**config.mk**
```make
export PLATFORM = sky130hd
export DESIGN_NAME = tlp_tx_hdr_arbiter
export DESIGN_NICKNAME = d
export VERILOG_FILES = /design/src/rtl/tlp_tx_hdr_arbiter.sv
export SDC_FILE = /design/constraint.sdc
export NUM_CORES = 1
export LEC_CHECK = 0
export ABC_AREA = 1
export BUFFER_PORTS_ARGS = -buffer_cell sky130_fd_sc_hd__buf_4
export CELL_PAD_IN_SITES_DETAIL_PLACEMENT = 2
export CELL_PAD_IN_SITES_GLOBAL_PLACEMENT = 2
export CORE_ASPECT_RATIO = 1.4
export CORE_MARGIN = 1
export CORE_UTILIZATION = 25
export CTS_CLUSTER_DIAMETER = 200
export DETAILED_ROUTE_END_ITERATION = 7
export PLACE_DENSITY_LB_ADDON = 0.1
export SLEW_MARGIN = 0
export SYNTH_ARGS = -nofsm -noshare
export SYNTH_HDL_FRONTEND = slang
export SYNTH_SLANG_ARGS = --single-unit
```
**constraint.sdc**
```tcl
create_clock -name clk -period 9.5 [get_ports clk]
set_input_delay 0.95 -clock clk [delete_from_list [all_inputs] [get_ports clk]]
set_output_delay 0.95 -clock clk [all_outputs]
set_load 0.005 [all_outputs]
```
**src/rtl/tlp_tx_hdr_arbiter.sv**
```systemverilog
// tlp_tx_hdr_arbiter: arbitrates request TLPs, checks PH/NPH credits, allocates NP tags and serialises 3DW/4DW headers.
// Define TLP_TX_FIXED_PRIO_EN for fixed lowest-index priority instead of round robin.
module tlp_tx_hdr_arbiter #(
   parameter int NUM_REQ = 4,
   parameter int CRED_W  = 8,
   parameter int TAG_MAX = 255
) (
   input  logic                  clk,
   input  logic                  rst,
   input  logic [NUM_REQ-1:0]    req_valid,
   output logic [NUM_REQ-1:0]    req_ready,
   input  logic [NUM_REQ-1:0]    req_np,
   input  logic [3*NUM_REQ-1:0]  req_fmt,
   input  logic [5*NUM_REQ-1:0]  req_type,
   input  logic [10*NUM_REQ-1:0] req_length,
   input  logic [8*NUM_REQ-1:0]  req_be,
   input  logic [64*NUM_REQ-1:0] req_addr,
   input  logic                  ari_enabled,
   input  logic [7:0]            bus_num,
   input  logic [4:0]            device_num,
   input  logic [2:0]            fnc_num,
   input  logic [7:0]            ari_fnc_num,
   input  logic [CRED_W-1:0]     fc_ph_limit,
   input  logic [CRED_W-1:0]     fc_nph_limit,
   output logic [31:0]           tx_dw_data,
   output logic                  tx_dw_valid,
   input  logic                  tx_dw_ready,
   output logic                  tx_dw_sop,
   output logic                  tx_dw_eop,
   output logic                  tx_is_4dw
);
   localparam int IW = (NUM_REQ > 1) ? $clog2(NUM_REQ) : 1;
   localparam logic [CRED_W-1:0] HALF = {1'b1, {(CRED_W-1){1'b0}}};
   typedef enum logic [2:0] {IDLE, DW0, DW1, DW2, DW3} state_t;
   state_t state, nxt;
   logic [IW-1:0] gnt;
   logic found, take, ph_ok, nph_ok;
   logic [CRED_W-1:0] ph_cnt, nph_cnt, ph_av, nph_av;
   logic [NUM_REQ-1:0] elig;
   logic [7:0] tag_cnt, tag_q, be_q;
   logic [2:0] fmt_q;
   logic [4:0] type_q;
   logic [9:0] len_q;
   logic [63:0] addr_q;
   logic [15:0] rid_q;
   // available credit is treated as a signed window: wrapped-negative values block
   assign ph_av  = fc_ph_limit - ph_cnt;
   assign nph_av = fc_nph_limit - nph_cnt;
   assign ph_ok  = (ph_av != '0) && (ph_av <= HALF);
   assign nph_ok = (nph_av != '0) && (nph_av <= HALF);
   assign elig   = req_valid & ((req_np & {NUM_REQ{nph_ok}}) | (~req_np & {NUM_REQ{ph_ok}}));
   assign take   = (state == IDLE) && found;
`ifdef TLP_TX_FIXED_PRIO_EN
   function automatic logic [IW-1:0] cand(input int k);
      return IW'(k);
   endfunction
`else
   logic [IW-1:0] ptr;
   function automatic logic [IW-1:0] cand(input int k);
      int s = int'(ptr) + 1 + k;
      return IW'((s >= NUM_REQ) ? s - NUM_REQ : s);
   endfunction
   always_ff @(posedge clk)
      if (!rst) ptr <= IW'(NUM_REQ - 1);
      else if (take) ptr <= gnt;
`endif
   always_comb begin
      found = 1'b0;
      gnt = '0;
      for (int k = 0; k < NUM_REQ; k++)
         if (!found && elig[cand(k)]) begin
            found = 1'b1;
            gnt = cand(k);
         end
   end
   always_ff @(posedge clk)
      if (!rst) state <= IDLE;
      else state <= nxt;
   always_comb begin
      nxt = state;
      req_ready = '0;
      tx_dw_valid = 1'b0;
      tx_dw_sop = 1'b0;
      tx_dw_eop = 1'b0;
      tx_dw_data = '0;
      case (state)
         IDLE: if (found) begin
            nxt = DW0;
            req_ready[gnt] = rst;
         end
         DW0: begin
            tx_dw_valid = 1'b1;
            tx_dw_sop = 1'b1;
            tx_dw_data = {fmt_q, type_q, 14'b0, len_q};
            if (tx_dw_ready) nxt = DW1;
         end
         DW1: begin
            tx_dw_valid = 1'b1;
            tx_dw_data = {rid_q, tag_q, be_q};
            if (tx_dw_ready) nxt = DW2;
         end
         DW2: begin
            tx_dw_valid = 1'b1;
            tx_dw_eop = !fmt_q[0];
            tx_dw_data = fmt_q[0] ? addr_q[63:32] : {addr_q[31:2], 2'b00};
            if (tx_dw_ready) nxt = fmt_q[0] ? DW3 : IDLE;
         end
         DW3: begin
            tx_dw_valid = 1'b1;
            tx_dw_eop = 1'b1;
            tx_dw_data = {addr_q[31:2], 2'b00};
            if (tx_dw_ready) nxt = IDLE;
         end
         default: nxt = IDLE;
      endcase
   end
   assign tx_is_4dw = (state != IDLE) && fmt_q[0];
   always_ff @(posedge clk)
      if (!rst) begin
         ph_cnt <= '0;
         nph_cnt <= '0;
         tag_cnt <= '0;
         tag_q <= '0;
         fmt_q <= '0;
         type_q <= '0;
         len_q <= '0;
         be_q <= '0;
         addr_q <= '0;
         rid_q <= '0;
      end else if (take) begin
         fmt_q <= req_fmt[3*gnt +: 3];
         type_q <= req_type[5*gnt +: 5];
         len_q <= req_length[10*gnt +: 10];
         be_q <= req_be[8*gnt +: 8];
         addr_q <= req_addr[64*gnt +: 64];
         rid_q <= ari_enabled ? {bus_num, ari_fnc_num} : {bus_num, device_num, fnc_num};
         if (req_np[gnt]) begin
            nph_cnt <= nph_cnt + CRED_W'(1);
            tag_q <= tag_cnt;
            tag_cnt <= (tag_cnt == 8'(TAG_MAX)) ? 8'd0 : tag_cnt + 8'd1;
         end else begin
            ph_cnt <= ph_cnt + CRED_W'(1);
            tag_q <= '0;
         end
      end
endmodule

```
Yosys cells after proc, flatten, opt, wreduce, memory -nomap -nowiden
Cells that the tools add are included.
Widths: inputs -> output; s select.
{"block": "totals", "reg_bits": 143, "output_inout_bits": 40, "elab_cells": 123}
{"block": "op_classes", "muxes": 41, "order_cmp": 12, "n_shift": 5, "multipliers": 3, "addsub": 13, "bitwise": 7, "eq_ne": 10, "reduce_logical": 20}
{"operator": "$shiftx 256x9->64", "count": 1}
{"operator": "$pmux 32 s4", "count": 1}
{"operator": "$shiftx 40x7->10", "count": 1}
{"operator": "$mux 32", "count": 1}
{"operator": "$shiftx 32x6->8", "count": 1}
{"operator": "$add 8x1->8 const B", "count": 3}
{"operator": "$mux 8", "count": 3}
{"operator": "$shiftx 20x6->5", "count": 1}
{"operator": "$mux 3", "count": 6}
{"operator": "$and 4x4->4", "count": 4}
{"operator": "$le 8x8->1 const B", "count": 2}
{"operator": "$mux 2", "count": 8}
{"operator": "$reduce_bool 8->1", "count": 2}
{"operator": "$sub 8x8->8", "count": 2}
{"operator": "$lt 2x3->1 const B", "count": 5}
{"operator": "$pmux 3 s5", "count": 1}
{"operator": "$ge 4x3->1 const B", "count": 3}
{"operator": "$mux 1", "count": 12}
{"operator": "$shiftx 12x5->3", "count": 1}
{"operator": "$bmux 1 s2", "count": 5}
{"operator": "$mul 3x2->5 const A", "count": 2}
{"operator": "$ne 2x2->1 const B", "count": 5}
{"operator": "$add 3x2->4 const B", "count": 2}
{"operator": "$eq 8x8->1 const B", "count": 1}
{"operator": "22 further kinds", "count": 38}

Depth between registers and ports, before layout
{"block": "logic_depth", "word_depth": 25, "ltp_mapped": 29}

Least setup slack after synthesis
OpenSTA, ideal clock, no wires.
{"block": "synth_timing", "kind": "input-to-output", "startpoint": "input port fc_ph_limit[2]", "endpoint": "output port req_ready[0]", "t_arrival_ns": 3.347, "path_stages": 16, "setup_slack_ns": 5.203, "path_buffers": 1, "path_cell_list": "ha_1 > or2_1 > nand3_1 > nand3b_1 > nand2_1 > nand4_1 > nand3_1 > nand4_1 > nand3_1 > nand2_1 > nand4_2 > nand2_1 > inv_2 > buf_2 > nand2_1 > nor3_1"}
{"block": "synth_via", "elab_chain_cells": 25, "word_cells_on_any_way": 37, "classes_between": "add/sub (1); order compare (3); mux (20); bitwise (4); reduce/logical (9)"}
{"item": "from (decl)", "line_no": "23", "source": "input logic [CRED_W-1:0] fc_ph_limit,"}
{"item": "$sub 8x8->8 (*)", "line_no": "47", "source": "assign ph_av = fc_ph_limit - ph_cnt;"}
{"item": "$le 8x8->1 / $reduce_bool 8->1 (equally long branches)", "line_no": "49", "source": "assign ph_ok = (ph_av != '0) && (ph_av <= HALF);"}
{"item": "$logic_and 1x1->1 (*)", "line_no": "49"}
{"item": "$and 4x4->4 (*)", "line_no": "51", "source": "assign elig = req_valid & ((req_np & {NUM_REQ{nph_ok}}) | (~req_np & {NUM_REQ{ph_ok}}));"}
{"item": "$or 4x4->4 (*)", "line_no": "51"}
{"item": "$and 4x4->4 (*)", "line_no": "51"}
{"item": "$bmux 1 s2", "line_no": "71", "source": "if (!found && elig[cand(k)]) begin"}
{"item": "$mux 1 (not written as such)", "line_no": "71"}
{"item": "[... 9 more ...]"}
{"item": "$mux 2", "line_no": "71"}
{"item": "$lt 2x3->1 (not written as such) / $ge 2x1->1 (equally long branches)", "line_no": "89", "source": "req_ready[gnt] = rst;"}
{"item": "$logic_and 1x1->1 (not written as such)", "line_no": "89"}
{"item": "$mux 1 (not written as such)", "line_no": "89"}
{"item": "$demux 1 s2", "line_no": "89"}
{"item": "$and 4x4->4 (no source line)"}
{"item": "$mux 4 (*)", "line_no": "87", "source": "IDLE: if (found) begin"}
{"item": "$mux 4 (*)", "line_no": "86", "source": "case (state)"}
{"item": "to (decl)", "line_no": "11", "source": "output logic [NUM_REQ-1:0] req_ready,"}
Every way passes the cells marked *; elsewhere a longest branch is shown, timed or not. The select of a mux whose other input is x is not followed.

Worst setup path in the final report
{"block": "layout_timing", "startpoint": "input port fc_nph_limit[2]", "endpoint": "output port req_ready[1]"}
{"block": "layout_via", "elab_chain_cells": 25, "word_cells_on_any_way": 37, "classes_between": "add/sub (1); order compare (3); mux (20); bitwise (4); reduce/logical (9)"}
{"item": "from (decl)", "line_no": "24", "source": "input logic [CRED_W-1:0] fc_nph_limit,"}
{"item": "$sub 8x8->8 (*)", "line_no": "48", "source": "assign nph_av = fc_nph_limit - nph_cnt;"}
{"item": "$le 8x8->1 / $reduce_bool 8->1 (equally long branches)", "line_no": "50", "source": "assign nph_ok = (nph_av != '0) && (nph_av <= HALF);"}
{"item": "$logic_and 1x1->1 (*)", "line_no": "50"}
{"item": "$and 4x4->4 (*)", "line_no": "51"}
{"item": "$or 4x4->4 (*)", "line_no": "51"}
{"item": "$and 4x4->4 (*)", "line_no": "51"}
{"item": "$bmux 1 s2", "line_no": "71"}
{"item": "$mux 1 (not written as such)", "line_no": "71"}
{"item": "[... 9 more ...]"}
{"item": "$mux 2", "line_no": "71"}
{"item": "$lt 2x3->1 (not written as such) / $ge 2x1->1 (equally long branches)", "line_no": "89"}
{"item": "$logic_and 1x1->1 (not written as such)", "line_no": "89"}
{"item": "$mux 1 (not written as such)", "line_no": "89"}
{"item": "$demux 1 s2", "line_no": "89"}
{"item": "$and 4x4->4 (no source line)"}
{"item": "$mux 4 (*)", "line_no": "87"}
{"item": "$mux 4 (*)", "line_no": "86"}
Marked as above.

==> results list <==
- The run finished with clean final reports.
- Most used cell along the critical path: sky130_fd_sc_hd__nand2_1
- WP buf/inv: 5
* Worst Setup Slack, final: 3.734 ns
- Total number of H-tree levels: 4
* Count of cell instances traversed by the critical path: 23
- Synthesis handed over a netlist of 1674 instances.
- CTS Root Buffer Type: sky130_fd_sc_hd__clkbuf_16
* Most frequent standard cell in the layout excluding fill and tap cells: sky130_fd_sc_hd__nand2_1
- Wire length of the first global-routing pass: 76250 µm
* Post-layout nets: 2475
- Of the cells placed in the final design, the portion with a size suffix greater than 1 is 0.2487.
- Final core utilization: 0.3645
- Area added between synthesis and finish: 43.09%
* Dominant delay contributor by cell family on the critical path: simple AND/OR/NAND/NOR gates
* Required time reported for the critical path endpoint: 8.55 ns
- GRT Total Usage: 0.2479
* Number of synthesized flops with an enable pin: 0
* Total wirelength of the detailed-routed design: 50410 µm
* Worst skew pair latency: 0.43 ns
* Type of the worst setup path: input port to output port
- The analysis attributes to cell leakage a power of 6.835 nW.
* Vertical die dimension: 236.7 µm
* Element type at the critical path end: output port
- Detailed Route Iter0 Violations: 449
- Initial core utilization: 0.2548
- Number of post-CTS setup repair buffers: 0
- In this run the core area contains 85 standard-cell rows.
- Each instance of the synthesized netlist takes up on average 5.876 µm².
- The via count of the first global-routing pass came to 13630.
* Commonest cells after routing, fill and taps aside: 566 x sky130_fd_sc_hd__nand2_1, 458 x sky130_fd_sc_hd__buf_4, 247 x sky130_fd_sc_hd__nand3_1, 177 x sky130_fd_sc_hd__nor2_1, 141 x sky130_fd_sc_hd__dfxtp_1
* Post-synth top area share: 0.2870
* Number of clock sinks: 141
* Setup slack of the worst register-to-register path: 4.26 ns
- In this run the tightest slew margin relative to its limit is 0.3443.
* Share of flip-flops with an asynchronous set or reset after synthesis: 0
- Number of distinct standard cells referenced by the synthesized netlist: 37
- Before antenna repair, the detailed router went through 4 iterations.
- For the pin with the worst max-slew slack, the measured transition is 0.9825 ns.
- Post-synthesis cell type with the largest combined area: sky130_fd_sc_hd__dfxtp_1
- Summing internal, switching and leakage power gives 5.315 mW.
* Worst Clk Skew: 0.007961 ns
* Yosys warnings: 0
- Maximum single-stage delay on the critical path: 0.44 ns
- Antenna violations before repair: 1
* Flip-flop and latch count after synthesis: 141
- Element type at the critical path start: input port
- Detailed-route vias per instance: 4.912
* Highest metal layer with signal wires: met4
* Number of buffers inserted during clock tree synthesis: 17
* DRC errors left: 0
- Hold buffers post-CTS: 0
- Number of max-capacitance violations reported: 0
- Boundary Pins: 452
- RSZ-0062 raised after global routing: no
* Post_cts resized: 0
* Post-DR wirelength/cell: 19.51 µm
* Maximum number of pins on one net before global-route repair: 86
* Number of hold violations in the final report: 0
- Vias after detailed routing: 12690
* Sequential cell area fraction in the yosys report: 0.2870
- Setup violations remaining at the end of the flow were counted as 0.
- Data on the critical path arrives at its endpoint at 4.82 ns.
* Post-synth net total: 2103
- The congestion estimate from routability-driven global placement came to 0.7987.
- The mapped netlist covers 9836 µm².
- VDD sags by at most 0.3835 mV.
- Final clock period utilization by the worst path: 0.6070
- Post-Place Setup Slack: 3.525 ns
* Min-Delay Path Class: flip-flop to flip-flop
* Cell Chain, Critical Path: buf_4 -> ha_1 -> nand2_1 -> nand2_1 -> inv_2 -> nand2_1 -> nand2_1 -> nand2_1 -> nor2_1 -> nand2_1 -> nor2_1 -> nand3_1 -> nand3_1 -> nand4_1 -> nand3_1 -> nand2_1 -> nand4_2 -> nand2_2 -> buf_4 -> inv_6 -> nand2_1 -> nor3_1 -> buf_4
- Port buffering added 443 buffers.
* Detail Route Antenna Nets: 0
* Worst Hold Depth: 2
- The largest individual stage delay along the critical path comes from the cell sky130_fd_sc_hd__inv_6.
- Met3 wire length: 2126 µm
- GRT overflow: 0
- After detailed routing, the wire length on met1 is 19640 µm.
- In the final timing run, aggregate negative setup slack is 0 ns.
* Clock tree from TritonCTS: done
* Met2 wirelength from detailed routing: 27340 µm
* Post-layout min period: 5.766 ns
* Achievable clock frequency: 173.4 MHz
- The clock passes through at most 2 buffers.
- Floorplan die area: 40150 µm²
- Clock-pin slew was measured on the worst setup and hold paths at 0.06 ns.
- Along the worst path, the maximum fanout reaches 64.
- By area the synthesized netlist is led by sky130_fd_sc_hd__dfxtp_1 29%, sky130_fd_sc_hd__nand2_1 22%, sky130_fd_sc_hd__nand3_1 13%.
- Main flop type after synthesis: sky130_fd_sc_hd__dfxtp_1
* Number of pins with negative max-slew slack in the final report: 0
* Placed wire-length estimate: 39060 µm
* Pwr/cell area: 377.7 nW/µm²
- R2R cell count: 26
* Core outline area: 38610 µm²
- Worst hold slack across all endpoints: 0.4670 ns
- The floorplan step set the die width to 169.6 µm.
cell families (layout without fill, tap and decap cells):
kind of cell | Yosys count | after routing | share of synthesized area
adder cells (fa/ha/maj) | 17 | 17 | 0.02163
other | 0 | 3 | 0
flip-flops | 141 | 141 | 0.2870
AND/OR/NAND/NOR | 1065 | 1065 | 0.4604
buffers and inverters | 220 | 605 | 0.09630
XOR/XNOR | 20 | 20 | 0.01781
AO/OA/AOI/OAI | 211 | 211 | 0.1169
flip-flops by register name, summed over array words and instances (netlist names):
name / cells
fmt_q: 3
tag_cnt: 8
addr_q: 62
state: 3
type_q: 5
ptr: 2
len_q: 10
ph_cnt: 8
tag_q: 8
rid_q: 16
be_q: 8
nph_cnt: 8
final cells by class:
type | instances | area [µm²]
inverters | 115 | 436.7
multi-input cells | 1313 | 6088
well taps | 522 | 653.1
flip-flops and latches | 141 | 2823
clock buffers | 20 | 466.7
repair buffers | 458 | 3438
clock inverters | 12 | 160.2
fillers | 4857 | 24530
diodes | 3 | 7.507
metal layers:
layer	vias up	global-route usage
li1	6204	-
met1	6163	0.2693
met2	276	0.4779
met3	50	0.04530
met4	0	0.07071
met5	-	0
synth_stat cells, types with 5 or more instances:
master / number
sky130_fd_sc_hd__xor2_1: 15
sky130_fd_sc_hd__nor2_1: 178
sky130_fd_sc_hd__ha_1: 17
sky130_fd_sc_hd__nand4_1: 41
sky130_fd_sc_hd__nand3_1: 247
sky130_fd_sc_hd__inv_1: 112
sky130_fd_sc_hd__buf_2: 46
sky130_fd_sc_hd__buf_4: 9
sky130_fd_sc_hd__nand2_1: 567
sky130_fd_sc_hd__clkbuf_1: 37
sky130_fd_sc_hd__nor3_1: 12
sky130_fd_sc_hd__a21oi_1: 64
sky130_fd_sc_hd__xnor2_1: 5
sky130_fd_sc_hd__a31oi_1: 9
sky130_fd_sc_hd__o21ai_0: 110
sky130_fd_sc_hd__nand2_2: 6
sky130_fd_sc_hd__a22oi_1: 9
sky130_fd_sc_hd__buf_1: 9
sky130_fd_sc_hd__dfxtp_1: 141
sky130_fd_sc_hd__nand3b_1: 5
worst reg2reg max path: cells and delay by family (launching register included):
| family | cells | cell delay, ns |
|---|---|---|
| simple gates | 22 | 3.57 |
| fa+ha+maj | 1 | 0.36 |
| buf+inv | 3 | 0.83 |
| flops | 1 | 0.42 |
worst paths after layout:
path / endpoint / from
worst max-delay path: req_ready[1] / fc_nph_limit[2]
worst min-delay path: nph_cnt[4] / nph_cnt[4]
worst max register to register: addr_q[56] / nph_cnt[2]
worst min register to register: nph_cnt[4] / nph_cnt[4]
through the flow:
| step | instances | instance area (µm²) |
|---|---|---|
| after global placement | 2549 | 13440 |
| final | 2584 | 14070 |
| after detailed placement | 2549 | 13440 |
| after CTS | 2581 | 14070 |
| after global routing | 2582 | 14070 |
| after floorplan | 1674 | 9836 |
power breakdown:
part / total [mW] / switching, mW / internal (mW) / leakage (nW)
registers: 0.894 / 0.105 / 0.789 / 1.16
clock network: 0.723 / 0.286 / 0.436 / 0.295
logic: 3.70 / 2.63 / 1.07 / 5.38
Power figures use the tool's default switching activity.
